### config.mk
export PLATFORM = sky130hd
export DESIGN_NAME = lane_packer
export DESIGN_NICKNAME = d
export VERILOG_FILES = /design/src/rtl/lane_packer_pkg.sv /design/src/rtl/lane_packer.sv
export SDC_FILE = /design/constraint.sdc
export NUM_CORES = 1
export LEC_CHECK = 0
export ABC_AREA = 1
export CORE_MARGIN = 3
export CORE_UTILIZATION = 60
export CTS_CLUSTER_SIZE = 20
export DETAILED_ROUTE_END_ITERATION = 12
export MAX_ROUTING_LAYER = met4
export PLACE_DENSITY = 0.86
export SYNTH_ARGS = -nofsm -noshare
export SYNTH_HDL_FRONTEND = slang
export SYNTH_SLANG_ARGS = --single-unit
export TNS_END_PERCENT = 100
### constraint.sdc
create_clock -name i_clk -period 3.41 [get_ports i_clk]
set_clock_uncertainty 0.05 [all_clocks]
set_input_delay 1.023 -clock i_clk [delete_from_list [all_inputs] [get_ports i_clk]]
set_output_delay 1.023 -clock i_clk [all_outputs]
set_load 0.005 [all_outputs]
### src/rtl/lane_packer_pkg.sv
// Shared definitions for the lane packer and the adder-tree blocks it feeds.
// Holds the default geometry and the packer state encoding.
package lane_packer_pkg;

    localparam int unsigned DefDataWidth = 12;
    localparam int unsigned DefLanes     = 4;

    typedef enum logic {
        StFill = 1'b0,
        StFull = 1'b1
    } pack_state_e;

endpackage

### src/rtl/lane_packer.sv
// Packs a serial sample stream into LANES-wide words, lane 0 first.
// An early i_last closes a group and zero-fills the unused upper lanes.
module lane_packer
    import lane_packer_pkg::*;
#(
    parameter int unsigned DATA_WIDTH = DefDataWidth,
    parameter int unsigned LANES      = DefLanes
) (
    input  logic                                i_clk,
    input  logic                                i_rst_n,
    input  logic                                i_valid,
    output logic                                o_ready,
    input  logic [DATA_WIDTH-1:0]               i_data,
    input  logic                                i_last,
    output logic                                o_valid,
    input  logic                                i_ready,
    output logic [LANES*DATA_WIDTH-1:0]         o_data,
    output logic [$clog2(LANES):0]              o_lanes
);

    localparam int unsigned CntW  = $clog2(LANES);
    localparam int unsigned LaneW = CntW + 1;
    localparam int unsigned WordW = LANES * DATA_WIDTH;

    pack_state_e      state_q;
    logic [CntW-1:0]  cnt_q;
    logic [WordW-1:0] fill_q;
    logic [WordW-1:0] out_data_q;
    logic [LaneW-1:0] out_lanes_q;
    logic             out_valid_q;

    logic [WordW-1:0] merged;
    logic [LaneW-1:0] closed_lanes;
    logic             in_beat;
    logic             out_free;
    logic             closing;

    // Lanes above cnt_q are always zero in fill_q, so an early close needs no explicit padding.
    always_comb begin
        merged = fill_q;
        merged[int'(cnt_q) * int'(DATA_WIDTH) +: DATA_WIDTH] = i_data;
    end

    assign o_ready      = (state_q == StFill);
    assign in_beat      = i_valid && o_ready;
    assign out_free     = !out_valid_q || i_ready;
    assign closing      = (cnt_q == CntW'(LANES - 1)) || i_last;
    assign closed_lanes = LaneW'(cnt_q) + LaneW'(1);

    always_ff @(posedge i_clk or negedge i_rst_n) begin
        if (!i_rst_n) begin
            state_q     <= StFill;
            cnt_q       <= '0;
            fill_q      <= '0;
            out_data_q  <= '0;
            out_lanes_q <= '0;
            out_valid_q <= 1'b0;
        end else begin
            if (out_valid_q && i_ready) begin
                out_valid_q <= 1'b0;
            end
            case (state_q)
                StFill: begin
                    if (in_beat) begin
                        if (closing && out_free) begin
                            out_data_q  <= merged;
                            out_lanes_q <= closed_lanes;
                            out_valid_q <= 1'b1;
                            fill_q      <= '0;
                            cnt_q       <= '0;
                        end else if (closing) begin
                            // cnt_q keeps the closing lane index so the lane count survives the stall
                            fill_q  <= merged;
                            state_q <= StFull;
                        end else begin
                            fill_q <= merged;
                            cnt_q  <= cnt_q + 1'b1;
                        end
                    end
                end
                StFull: begin
                    if (out_free) begin
                        out_data_q  <= fill_q;
                        out_lanes_q <= closed_lanes;
                        out_valid_q <= 1'b1;
                        fill_q      <= '0;
                        cnt_q       <= '0;
                        state_q     <= StFill;
                    end
                end
                default: state_q <= StFill;
            endcase
        end
    end

    assign o_valid = out_valid_q;
    assign o_data  = out_data_q;
    assign o_lanes = out_lanes_q;

endmodule

==> results.py <==
metrics = {
    "outcome": {
        "status": "finished, final reports clean",
    },
    "logic_synthesis": {
        "synth_top_flop_cell": "dfrtp_1",
        "synthArstFlopShare_pct": 100.0,
        "synth_cells": 695,
        "synth-seq-cells": 103,
        "syn-num-nets": 718,
        "syn_area_um2": 5355,
        "seq_area_frac_synth_pct": 48.13,
        "synth-edff-count": 0,
        "ys_warn_count": 0,
        "synth.avg_cell_area_um2": 7.705,
        "ys_types": 27,
    },
    "place": {
        "dp_hpwl_um": 10400,
        "placed_cell_area_um2": 6037,
        "numPortBuffers": 69,
        "dp.cells": 838,
        "gp_congestion": 0.9248,
    },
    "layout": {
        "stdcell_area_um2": 6246,
        "fill_cells": 645,
        "finalNetCount": 767,
        "drive_gt1_share_pct": 7.076,
        "layout_commonest_cell": "nand2_1",
        "area_growth_pct": 16.64,
        "mostFrequentLayoutCells": "nand2_1 (192), dfrtp_1 (103), a21oi_1 (98), clkdlybuf4s50_1 (68), nor2_1 (56)",
        "fin_cells": 854,
        "diodes": 0,
    },
    "grt": {
        "grt_pass1_wl_um": 24430,
        "grt_max_degree": 53,
        "gr-usage-all-layers_pct": 31.29,
        "grt_overflow": 0,
        "grt_pass1_vias": 4976,
        "antenna_found_initial": 0,
    },
    "timing": {
        "clock.fmax_mhz": 343.9,
        "hold_ws_ps": 433.1,
        "slew_viol_final": 0,
        "post-route-period-util_pct": 85.27,
        "rsz0062_at_grt": "no",
        "fin_crit_ps": 2908,
        "setup_viol": 0,
        "setup_tns_ps": 0,
        "tightestPinTransition_ps": 680.3,
        "finalHoldViolCount": 0,
        "max_slew_margin_pct": 54.65,
    },
    "setup_path": {
        "path_buf_inv": 2,
        "required_ps": 3650,
        "crit_family": "flip-flops",
        "crit_chain": "inv_2 > ha_1 > inv_4 > nand2_1 > nand2_2 > o21ai_1 > nand3_1 > nand2_1 > nand2_1 > a21oi_1",
        "start_kind": "flop",
        "cp_slowest_stage_delay_ps": 710,
        "slowest_stage": "dfrtp_1",
        "crit_path_end_kind": "flop",
        "path_class": "reg2reg",
        "cp.arrival_ps": 3140,
        "reg2reg_slack_ps": 500,
        "worst_path_most_repeated_cell": "nand2_1",
        "crit_path_max_fanout": 18,
    },
    "route": {
        "wl_per_cell_um": 17.01,
        "routed_via_density": 6.016,
        "num_vias": 5138,
        "drc": 0,
        "drtPass1Iterations": 5,
        "drtIter0Drc": 407,
        "wl_um": 14530,
        "postRouteAntennaNets": 0,
    },
    "floorplanning": {
        "rows": 33,
        "die_w_um": 100.5,
        "start_util_pct": 63.58,
        "die_h_um": 100.5,
        "fp.dieArea_um2": 10100,
        "num_io_pins": 70,
        "core_um2": 8423,
    },
    "cts": {
        "clkSinkCount": 103,
        "clock_path_buffers": 2,
        "cts_tree": "yes",
        "cts-root-buf": "clkbuf_8",
        "cts_hold_buf": 0,
        "cts_buffers": 9,
        "clk_pin_slew_ps": 100,
        "htree_num_levels": 3,
        "cts_resized": 0,
        "post-cts-setup-buffers": 0,
        "clkLatencyLatePin_ps": 350,
    },
    "pwr": {
        "leakage_nw": 2.807,
        "pwr_density_cell_nw_per_um2": 784.8,
        "ir_drop_uv": 509.3,
    },
    "job": {
        "maxCapViolCount": 0,
    },
    "worst_hold_path": {
        "hp-class": "reg2reg",
    },
}
## stage by stage
step / total power [mW] / setup WS [ps] / utilization (%)
2_1_floorplan: 3.196 / 1275 / -
3_3_place_gp: 4.054 / 437.8 / 71.67
3_5_place_dp: 4.120 / 337.8 / 71.67
4_1_cts: 4.910 / 544.4 / 74.15
5_1_grt: 5.267 / 237.8 / 74.15
6_report: 4.902 / 502.1 / 74.15
## routing by layer
| metal | global-route usage (%) | share of wire (%) |
|---|---|---|
| met1 | 42.81 | 43 |
| met2 | 48.57 | 47 |
| met5 | - | 0 |
| met3 | 3.668 | 7.5 |
| met4 | 11.30 | 2.5 |
## final cells by class
| class | count | area, um2 | area share, % |
|---|---|---|---|
| flip-flops and latches | 103 | 2577 | 41.27 |
| multi-input cells | 506 | 2372 | 37.98 |
| repair buffers | 81 | 790.8 | 12.66 |
| inverters | 43 | 165.2 | 2.644 |
| clock buffers | 12 | 155.1 | 2.484 |
| well taps | 105 | 131.4 | 2.103 |
| clock inverters | 4 | 53.80 | 0.8614 |
## cells by family after synthesis
family                     synth area share, %
AOI/OAI and AO/OA                        19.42
adders and majority gates                1.402
buffers and inverters                    7.664
DFF                                      48.13
and+or+nand+nor                          23.39
## synthesized netlist by cell type, types with 2 or more instances
cell      instances  share of area, %
nand2_1         192                13
dfrtp_1         103                48
a21oi_1          98               9.2
nor2_1           56               3.9
nand3_1          41               3.8
inv_1            35               2.5
o21ai_0          32               3.0
o22ai_1          29               3.4
o21ai_1          25               2.3
buf_2            16               1.5
clkbuf_1         16               1.1
buf_6             7               1.5
ha_1              6               1.4
inv_2             6              0.42
nand2_2           6              0.70
nand4_1           6              0.70
nor2_2            5              0.58
buf_4             3              0.42
nor3_1            2              0.19
o211ai_1          2              0.28
o211ai_2          2              0.47
o21ai_2           2              0.33
## report_power, final
group | leakage, nW | switching (mW) | total, mW | internal [mW]
registers | 1.33 | 0.247 | 1.82 | 1.58
logic | 1.38 | 1.35 | 2.29 | 0.943
clock network | 0.0988 | 0.405 | 0.787 | 0.382
total | 2.81 | 2.00 | 4.90 | 2.90
## worst min-delay path: stages (launching register included)
cell     delay (ps)
dfrtp_1         360
nand2_1          50
nand2_1          40
## worst paths after layout
check | start | to | cells after the start
worst max-delay path | cnt_q[0]$_DFFE_PN0P_ | o_data[29]$_DFFE_PN0P_ | 10
worst min-delay path | o_lanes[2]$_DFFE_PN0P_ | o_lanes[2]$_DFFE_PN0P_ | 2
worst max register to register | cnt_q[0]$_DFFE_PN0P_ | o_data[29]$_DFFE_PN0P_ | 10
worst min register to register | o_lanes[2]$_DFFE_PN0P_ | o_lanes[2]$_DFFE_PN0P_ | 2
max in group asynchronous | i_rst_n | o_data[23]$_DFFE_PN0P_ | 2
min in group asynchronous | i_rst_n | o_data[26]$_DFFE_PN0P_ | 1
## sequential cells by signal, indices dropped and copies added, names as in the netlist
name     flops
o_data      48
o_lanes      3
o_valid      1
cnt_q        2
state_q      1
fill_q      48
No activity file was read; power rests on OpenSTA's default activity.
